File: src/rtl/brs_rr_arbiter_pkg.sv
// Shared constants and types for the round-robin arbiter slice.
package brs_arb_pkg;

    localparam int unsigned NUM_REQ = 16;
    localparam int unsigned IDX_W = 4;

    // Encoder code reported on status when no grant is active.
    localparam logic [7:0] IDLE_CODE = 8'hF0;

    typedef enum logic {
        ST_IDLE,
        ST_GRANT
    } state_t;

endpackage

File: src/rtl/brs_rr_arbiter_if.sv
// Request/grant bundle between requesters (master) and the arbiter (slave).
interface brs_rr_arbiter_if;
    import brs_arb_pkg::*;

    logic [NUM_REQ-1:0] req;
    logic               release_i;
    logic               grant_valid;
    logic [IDX_W-1:0]   grant_idx;
    logic [NUM_REQ-1:0] grant_onehot;
    logic [7:0]         status;
    logic               timeout;

    modport master (
        output req,
        output release_i,
        input  grant_valid,
        input  grant_idx,
        input  grant_onehot,
        input  status,
        input  timeout
    );

    modport slave (
        input  req,
        input  release_i,
        output grant_valid,
        output grant_idx,
        output grant_onehot,
        output status,
        output timeout
    );

endinterface

File: src/rtl/brs_rr_arbiter_prio_enc.sv
// 16-bit most-significant-first priority encoder (combinational).
module brs_prio_enc16
    import brs_arb_pkg::*;
(
    input  logic [15:0]      vec,
    output logic [IDX_W-1:0] idx,
    output logic             valid
);

    // Ascending scan so the highest set bit is the last one written.
    always_comb begin
        idx = '0;
        valid = 1'b0;
        for (int i = 0; i < 16; i++) begin
            if (vec[i]) begin
                idx = IDX_W'(i);
                valid = 1'b1;
            end
        end
    end

endmodule

File: src/rtl/brs_rr_arbiter.sv
// Round-robin arbiter: rotating priority, grant held until release, request drop
// or hold limit, then one idle bubble before re-arbitration.
module brs_rr_arbiter
    import brs_arb_pkg::*;
#(
    parameter int unsigned NUM_REQ = 16,
    parameter int unsigned MAX_HOLD = 8
) (
    input  logic             clk,
    input  logic             rst,
    brs_rr_arbiter_if.slave  bus
);

    state_t             state_q, state_d;
    logic [IDX_W-1:0]   top_q, top_d;
    logic [7:0]         hold_cnt_q, hold_cnt_d;
    logic               grant_valid_q, grant_valid_d;
    logic [IDX_W-1:0]   grant_idx_q, grant_idx_d;
    logic [NUM_REQ-1:0] grant_onehot_q, grant_onehot_d;
    logic [7:0]         status_q, status_d;
    logic               timeout_q, timeout_d;

    logic [NUM_REQ-1:0] req_rot;
    logic [IDX_W-1:0]   enc_idx;
    logic               enc_valid;
    logic [IDX_W-1:0]   win_idx;
    logic               exit_grant;

    // Rotate req so bit top lands on bit 15; search then runs top, top-1, ...
    always_comb begin
        req_rot = '0;
        for (int j = 0; j < NUM_REQ; j++) begin
            req_rot[j] = bus.req[IDX_W'(j) + top_q + 4'd1];
        end
    end

    brs_prio_enc16 u_enc (
        .vec   (req_rot),
        .idx   (enc_idx),
        .valid (enc_valid)
    );

    // Undo the rotation to get the absolute winner index.
    assign win_idx = enc_idx + top_q + 4'd1;

    // Next-state and registered-output logic.
    always_comb begin
        state_d        = state_q;
        top_d          = top_q;
        hold_cnt_d     = hold_cnt_q;
        grant_valid_d  = grant_valid_q;
        grant_idx_d    = grant_idx_q;
        grant_onehot_d = grant_onehot_q;
        timeout_d      = 1'b0;
        exit_grant     = 1'b0;

        unique case (state_q)
            ST_IDLE: begin
                if (enc_valid) begin
                    state_d        = ST_GRANT;
                    grant_valid_d  = 1'b1;
                    grant_idx_d    = win_idx;
                    grant_onehot_d = NUM_REQ'(1) << win_idx;
                    hold_cnt_d     = '0;
                    // The new owner drops to lowest priority.
                    top_d          = win_idx - 4'd1;
                end
            end
            ST_GRANT: begin
                if (bus.release_i) begin
                    exit_grant = 1'b1;
                end else if (!bus.req[grant_idx_q]) begin
                    exit_grant = 1'b1;
                end else if (hold_cnt_q == 8'(MAX_HOLD - 1)) begin
                    exit_grant = 1'b1;
                    timeout_d  = 1'b1;
                end else begin
                    hold_cnt_d = hold_cnt_q + 8'd1;
                end
            end
            default: begin
                state_d = ST_IDLE;
            end
        endcase

        if (exit_grant) begin
            state_d        = ST_IDLE;
            grant_valid_d  = 1'b0;
            grant_idx_d    = '0;
            grant_onehot_d = '0;
        end

        status_d = grant_valid_d ? {4'b0, grant_idx_d} : IDLE_CODE;
    end

    // State, pointer, counter and output registers with synchronous reset.
    always_ff @(posedge clk) begin
        if (rst) begin
            state_q        <= ST_IDLE;
            top_q          <= 4'd15;
            hold_cnt_q     <= '0;
            grant_valid_q  <= 1'b0;
            grant_idx_q    <= '0;
            grant_onehot_q <= '0;
            status_q       <= IDLE_CODE;
            timeout_q      <= 1'b0;
        end else begin
            state_q        <= state_d;
            top_q          <= top_d;
            hold_cnt_q     <= hold_cnt_d;
            grant_valid_q  <= grant_valid_d;
            grant_idx_q    <= grant_idx_d;
            grant_onehot_q <= grant_onehot_d;
            status_q       <= status_d;
            timeout_q      <= timeout_d;
        end
    end

    assign bus.grant_valid  = grant_valid_q;
    assign bus.grant_idx    = grant_idx_q;
    assign bus.grant_onehot = grant_onehot_q;
    assign bus.status       = status_q;
    assign bus.timeout      = timeout_q;

endmodule

File: src/flat_wrapper.sv
// flat-port wrapper written by rule: the top's interface ports become plain ports
module brs_rr_arbiter_flat import brs_arb_pkg::*;
#(
    parameter int unsigned NUM_REQ = 16,
    parameter int unsigned MAX_HOLD = 8
)
  (clk, rst, bus_req, bus_release_i, bus_grant_valid, bus_grant_idx, bus_grant_onehot, bus_status, bus_timeout);
  brs_rr_arbiter_if bus_i ();
  input  logic clk;
  input  logic rst;
  input wire logic [$bits(bus_i.req)-1:0] bus_req;
  input wire logic [$bits(bus_i.release_i)-1:0] bus_release_i;
  output wire logic [$bits(bus_i.grant_valid)-1:0] bus_grant_valid;
  output wire logic [$bits(bus_i.grant_idx)-1:0] bus_grant_idx;
  output wire logic [$bits(bus_i.grant_onehot)-1:0] bus_grant_onehot;
  output wire logic [$bits(bus_i.status)-1:0] bus_status;
  output wire logic [$bits(bus_i.timeout)-1:0] bus_timeout;
  assign bus_i.req = bus_req;
  assign bus_i.release_i = bus_release_i;
  assign bus_grant_valid = bus_i.grant_valid;
  assign bus_grant_idx = bus_i.grant_idx;
  assign bus_grant_onehot = bus_i.grant_onehot;
  assign bus_status = bus_i.status;
  assign bus_timeout = bus_i.timeout;
  brs_rr_arbiter #(.NUM_REQ(NUM_REQ), .MAX_HOLD(MAX_HOLD)) u_core (.clk(clk), .rst(rst), .bus(bus_i));
endmodule
File: config.mk
export PLATFORM = sky130hd
export DESIGN_NAME = brs_rr_arbiter_flat
export DESIGN_NICKNAME = d
export VERILOG_FILES = /design/src/rtl/brs_rr_arbiter_pkg.sv /design/src/rtl/brs_rr_arbiter_if.sv /design/src/rtl/brs_rr_arbiter_prio_enc.sv /design/src/rtl/brs_rr_arbiter.sv /design/src/flat_wrapper.sv
export SDC_FILE = /design/constraint.sdc
export NUM_CORES = 1
export LEC_CHECK = 0
export CORE_ASPECT_RATIO = 0.6
export CORE_MARGIN = 10
export CORE_UTILIZATION = 39
export CTS_BUF_LIST = sky130_fd_sc_hd__clkbuf_4
export DETAILED_ROUTE_END_ITERATION = 7
export PLACE_DENSITY = 0.57
export SLEW_MARGIN = 10
export SYNTH_ARGS = -nofsm -noshare
export SYNTH_HDL_FRONTEND = slang
export SYNTH_SLANG_ARGS = --single-unit
File: constraint.sdc
create_clock -name clk -period 10.6 [get_ports clk]
set_clock_uncertainty 0.2 [all_clocks]
set_input_delay 1.06 -clock clk [delete_from_list [all_inputs] [get_ports clk]]
set_output_delay 1.06 -clock clk [all_outputs]
set_load 0.01 [all_outputs]
=== Yosys cells after proc, flatten, opt, wreduce, memory -nomap -nowiden ===
Cells that the tools add are included.

* Bitwise gates (word level): 3
* Shift operators: 1
* Multiplexer cells: 83
* $add $sub $neg: 34
* $lt $le $gt $ge: 17
* Reduce and logical (&&, ||, !) cells: 5
* Eq/ne operators: 5

{| class="wikitable"
|+ Operators with widths
! kind !! count
|-
| less-than comparator 4 x 5 -> 1 bit, second input constant || 17
|-
| adder 4 x 1 -> 4 bit, second input constant || 17
|-
| binary-select mux 1 bit (select 4 bit) || 17
|-
| 2-to-1 mux 4 bit || 17
|-
| 2-to-1 mux 1 bit || 43
|-
| 2-to-1 mux 8 bit || 5
|-
| adder 4 bit, first input constant || 8
|-
| adder 3 x 4 -> 4 bit, first input constant || 4
|-
| case mux 8 bit (2 select lines) || 1
|-
| left shift 1 x 4 -> 16 bit, first input constant || 1
|-
| adder 2 x 4 -> 4 bit, first input constant || 2
|-
| adder 8 x 1 -> 8 bit, second input constant || 1
|-
| == test 8 x 3 -> 1 bit, second input constant || 1
|-
| != test 2 bit, second input constant || 3
|-
| adder 4 bit || 1
|-
| AND reduction 4 bit || 1
|-
| OR reduction 2 bit || 2
|-
| OR reduction 4 bit || 1
|-
| subtractor 4 x 1 -> 4 bit, second input constant || 1
|-
| NOT 1 bit || 3
|-
| != test 2 x 1 -> 1 bit, second input constant || 1
|-
| AND reduction 2 bit || 1
|}

* Input bits: 19
* Output and inout port bits: 30
* Flip-flop bits (word level): 43
* Logic and storage cells: 157

=== Depth between registers and ports, before layout ===
* Depth after elaboration: 25
* Gate-level depth with buffers: 23
* Gate-level depth less buffers: 18

=== By module ===
A second synthesis with hierarchy kept.

* Cell total of the unflattened synthesis: 342
* Area, all modules: 3211.8 µm²

{| class="wikitable"
|+ Modules (own cells, without submodules)
! module !! seq. area each (µm²) !! cells each !! instances !! area an instance (µm²)
|-
| brs_rr_arbiter || 800.8 || 313 || 1 || 3050.4
|-
| brs_prio_enc16 || 0.0 || 29 || 1 || 161.4
|}

=== Least setup slack after synthesis ===
OpenSTA, ideal clock, no wires.

* Path type: flip-flop to flip-flop
* From: register u_core.top_q[0]
* To: register u_core.grant_onehot_q[1], in the netlist u_core.bus.grant_onehot[1]
* Path slack: 5.785 ns
* Clock period less this slack: 4.815 ns
* Required time: 10.283 ns
* Stages on the path, launching flop included: 21
* Arrival: 4.498 ns
* Buffers on the path: 5
* Setup time: 0.117 ns
* Path through: dfxtp_1 buf_6 buf_12 buf_2 inv_2 ha_1 buf_2 buf_2 mux4_2 mux4_2 o21bai_1 a21o_1 a31oi_1 o311ai_0 ha_1 a21o_1 a21oi_1 xnor2_1 xnor2_1 nor2_1 a22o_1

* Longest elaborated chain between the ends: 22
* Elaborated cells between the ends (all ways): 97
* Those cells by class: add/sub: 32; shift: 1; mux: 63; reduce/logical: 1

{| class="wikitable"
|+ Ends and longest elaborated chain
! element !! line !! source
|-
| start, declared || brs_rr_arbiter.sv:15 || <nowiki>logic [IDX_W-1:0] top_q, top_d;</nowiki>
|-
| start signal, assigned || brs_rr_arbiter.sv:109 || <nowiki>top_q <= top_d;</nowiki>
|-
| adder 4 x 1 -> 4 bit (2 in a row) || brs_rr_arbiter.sv:33 || <nowiki>req_rot[j] = bus.req[IDX_W'(j) + top_q + 4'd1];</nowiki>
|-
| binary-select mux 1 bit (select 4 bit) || brs_rr_arbiter.sv:33 ||
|-
| 2-to-1 mux 1 bit (implied by the code) || brs_rr_arbiter.sv:33 ||
|-
| 2-to-1 mux 1 bit || brs_rr_arbiter_prio_enc.sv:15 || <nowiki>if (vec[i]) begin</nowiki>
|-
| 2-to-1 mux 4 bit (14 in a row) || brs_rr_arbiter_prio_enc.sv:15 ||
|-
| adder 4 bit || brs_rr_arbiter.sv:44 || <nowiki>assign win_idx = enc_idx + top_q + 4'd1;</nowiki>
|-
| adder 4 x 1 -> 4 bit || brs_rr_arbiter.sv:44 ||
|-
| left shift 1 x 4 -> 16 bit || brs_rr_arbiter.sv:63 || <nowiki>grant_onehot_d = NUM_REQ'(1) << win_idx;</nowiki>
|-
| end signal, assigned || brs_rr_arbiter.sv:113 || <nowiki>grant_onehot_q <= grant_onehot_d;</nowiki>
|-
| end, declared || brs_rr_arbiter.sv:19 || <nowiki>logic [NUM_REQ-1:0] grant_onehot_q, grant_onehot_d;</nowiki>
|}

Several ways; a longest one is shown, not always the timed one. The select of a mux whose other input is x is not followed.
A chain may end at the register's enable or synchronous reset.

=== Worst setup path in the final report ===
Same ends and word-level chain as after synthesis.

==> flow_metrics.py <==
metrics = {
    "worst_setup_path": {
        "end_kind": "flip-flop",
        "r2r_slack_ps": 4960,
        "worst-setup-path-type": "reg2reg",
        "startpoint": "u_core.top_q[0]",
        "crit_end": "u_core.bus.grant_onehot[1]",
        "start_kind": "flip-flop",
        "r2r-end": "u_core.bus.grant_onehot[1]",
        "cp.required_ps": 10640,
        "reg2regPathDepth": 17,
        "arrival_ps": 5680,
        "r2r_start": "u_core.top_q[0]",
        "path_max_fanout": 25,
    },
    "cts": {
        "cts_setup_buffers": 0,
        "numCtsBuffers": 5,
        "cts_resized": 0,
        "clk_pin_slew_worst_paths_ps": 120,
        "hold_buffers": 0,
        "cts-root-buf": "clkbuf_4",
        "cts_buffer_depth": 2,
        "cts.sinks": 40,
        "clock_latency_ps": 340,
        "cts_tree": "yes",
        "htree_levels": 2,
    },
    "logic_synthesis": {
        "synthDistinctLibCells": 48,
        "async_flop_share": 0,
        "seq_area_frac_synth": 0.247,
        "synth_warnings": 0,
        "synth_nets": 329,
        "ys_top_cells_by_area": "dfxtp_1 25%, mux4_2 24%, ha_1 6.6%",
        "syn_area_per_cell_sq_um": 11.1,
        "syn_inst": 292,
        "ys_ff_latch": 40,
        "synth-main-ff-cell": "dfxtp_1",
        "synth_edf_count": 0,
        "synth_top_area_share": 0.247,
        "syn_area_sq_mm": 0.00324,
        "synth_top_area_cell": "dfxtp_1",
    },
    "routing": {
        "drt-total-wl_mm": 8.30,
        "vias_per_cell": 5.52,
        "vias": 2434,
        "wl_per_cell_um": 18.8,
        "drtIter0Drc": 201,
        "drc_errors": 0,
        "drtPass1Iterations": 4,
        "ant_nets": 0,
    },
    "timing": {
        "min_period_ps": 5640,
        "drv_slew": 0,
        "tns_ps": 0,
        "rsz0062_at_grt": "false",
        "worst_slack_ps": 4960,
        "finalSetupViolations": 0,
        "fmax_ghz": 0.177,
        "final-hold-violation-count": 0,
        "relSlewSlack": 0.505,
        "whs_ps": 294,
        "worst_pin_slew_ps": 740,
        "period_share": 0.532,
    },
    "die": {
        "die_w_um": 138,
        "ios": 49,
        "num_rows": 25,
        "die_area_sq_mm": 0.0125,
        "initial_utilization": 0.406,
        "die_height_um": 90.6,
        "coreArea_sq_mm": 0.00798,
    },
    "final_layout": {
        "final_common_cell": "clkdlybuf4s50_1",
        "layout-drive-gt1-share": 0.195,
        "nFillCells": 741,
        "layout.nets": 369,
        "multiInputGateArea_sq_mm": 0.00223,
        "synthToLayoutAreaGrowth_pct": 17.2,
        "register_area_sq_um": 801,
        "layout_common_cells": "48 x clkdlybuf4s50_1, 40 x dfxtp_1, 35 x mux4_2, 25 x nor2_1, 22 x inv_1",
        "stdcell_area_sq_mm": 0.00380,
        "diodes": 0,
    },
    "power": {
        "ir_drop_mv": 0.109,
        "power.density_mw_per_mm2": 314,
        "p_total_mw": 1.19,
        "power.leakage_nw": 1.49,
    },
    "placed_design": {
        "gp_congestion": 0.862,
        "dp_slack_ps": 5000,
        "placed_area_sq_mm": 0.00375,
        "place_hpwl_mm": 6.54,
        "io_buffers": 48,
    },
    "flow_run": {
        "cap_violations": 0,
    },
    "global_routing": {
        "grt_max_degree": 26,
        "antenna_found_initial": 0,
        "first_global_vias": 2419,
        "grt_use_total": 0.135,
        "grt_pass1_wl_mm": 13.5,
        "overflow": 0,
    },
    "min_path": {
        "hp-class": "reg2reg",
    },
    "outcome": {
        "status": "finished, final reports clean",
    },
}
Yosys cell counts, types with 2 or more instances:
| cell | instances |
|---|---|
| nor2_1 | 25 |
| xnor2_1 | 9 |
| inv_1 | 22 |
| nand2b_1 | 2 |
| xor2_1 | 12 |
| and2_1 | 4 |
| nand3b_1 | 2 |
| mux2_2 | 9 |
| nand4_1 | 4 |
| and3_4 | 3 |
| nor2b_1 | 2 |
| a21oi_1 | 7 |
| o211ai_1 | 3 |
| a31oi_1 | 3 |
| buf_2 | 8 |
| nor3_1 | 2 |
| mux2i_1 | 15 |
| and3_1 | 4 |
| buf_4 | 3 |
| nor2_4 | 2 |
| a22o_1 | 16 |
| mux4_2 | 35 |
| a21o_1 | 3 |
| ha_1 | 17 |
| clkbuf_1 | 2 |
| o21bai_1 | 2 |
| nand2_1 | 14 |
| buf_6 | 3 |
| dfxtp_1 | 40 |
cell type report:
class | instances | share of cell area
Tap cell | 108 | 0.0356
Multi-Input combinational cell | 212 | 0.587
Sequential cell | 40 | 0.211
Clock buffer | 5 | 0.00988
Clock inverter | 3 | 0.00362
Inverter | 23 | 0.0227
Timing Repair Buffer | 50 | 0.130
where the power goes:
part / total, mW / internal [mW] / switching, mW
Combinational: 0.899 / 0.423 / 0.477
Clock: 0.0737 / 0.0244 / 0.0493
Sequential: 0.219 / 0.185 / 0.0337
Total: 1.19 / 0.632 / 0.560
flip-flops by register name, indices dropped and copies added, names as in the netlist:
signal and cells:
u_core.hold_cnt_q 8, u_core.bus.timeout 1, u_core.state_q 1, u_core.bus.grant_onehot 16
u_core.bus.grant_idx 4, u_core.bus.status 5, u_core.bus.grant_valid 1, u_core.top_q 4
kinds of logic (layout without fill, tap and decap cells):
group / Yosys count / in the layout / share of synthesized area
muxes: 61 / 61 / 0.332
AOI/OAI and AO/OA: 41 / 41 / 0.103
DFF: 40 / 40 / 0.247
adders and majority gates: 18 / 18 / 0.0718
buffers and inverters: 40 / 81 / 0.0648
and+or+nand+nor: 71 / 71 / 0.125
xor gates and xnor gates: 21 / 21 / 0.0567
how the worst min path moves through the flow:
stage | startpoint | to | slack [ps] | cells past startpoint
3_3_place_gp | u_core.bus.grant_onehot[4] | u_core.bus.grant_onehot[4] | 270 | 1
4_1_cts | u_core.bus.grant_onehot[13] | u_core.bus.grant_onehot[13] | 300 | 1
6_report | u_core.bus.grant_onehot[13] | u_core.bus.grant_onehot[13] | 290 | 1
5_1_grt | u_core.bus.grant_onehot[15] | u_core.bus.grant_onehot[15] | 310 | 1
2_1_floorplan | u_core.hold_cnt_q[1] | u_core.hold_cnt_q[1] | 280 | 2
3_5_place_dp | u_core.bus.grant_onehot[13] | u_core.bus.grant_onehot[13] | 270 | 1
metal layers:
| layer | GRT usage | vias to the layer above | share of wire | wire length [um] |
|---|---|---|---|---|
| li1 | - | 1160 | - | - |
| met1 | 0.220 | 1168 | 0.51 | 4240 |
| met2 | 0.160 | 102 | 0.37 | 3050 |
| met3 | 0.0528 | 4 | 0.12 | 980 |
| met4 | 0.00952 | 0 | 0.0031 | 26 |
| met5 | 0 | - | 0 | 0 |
through the flow:
step,utilization,instances
floorplan,-,292
global placement,0.470,433
detailed placement,0.470,433
CTS,0.476,441
global route,0.476,441
finish,0.476,441
critical path: stages (launching register included):
cell	delay [ps]
dfxtp_1	330
buf_4	350
inv_2	220
ha_1	770
mux4_2	660
mux2i_1	230
mux2i_1	200
nor2_1	150
a21o_1	120
a31oi_1	70
o311ai_0	550
ha_1	370
a21o_1	180
a21oi_1	170
xnor2_1	90
xnor2_1	470
nor2_1	170
a22o_1	240
Note: power is estimated with default switching activity, not from simulation.
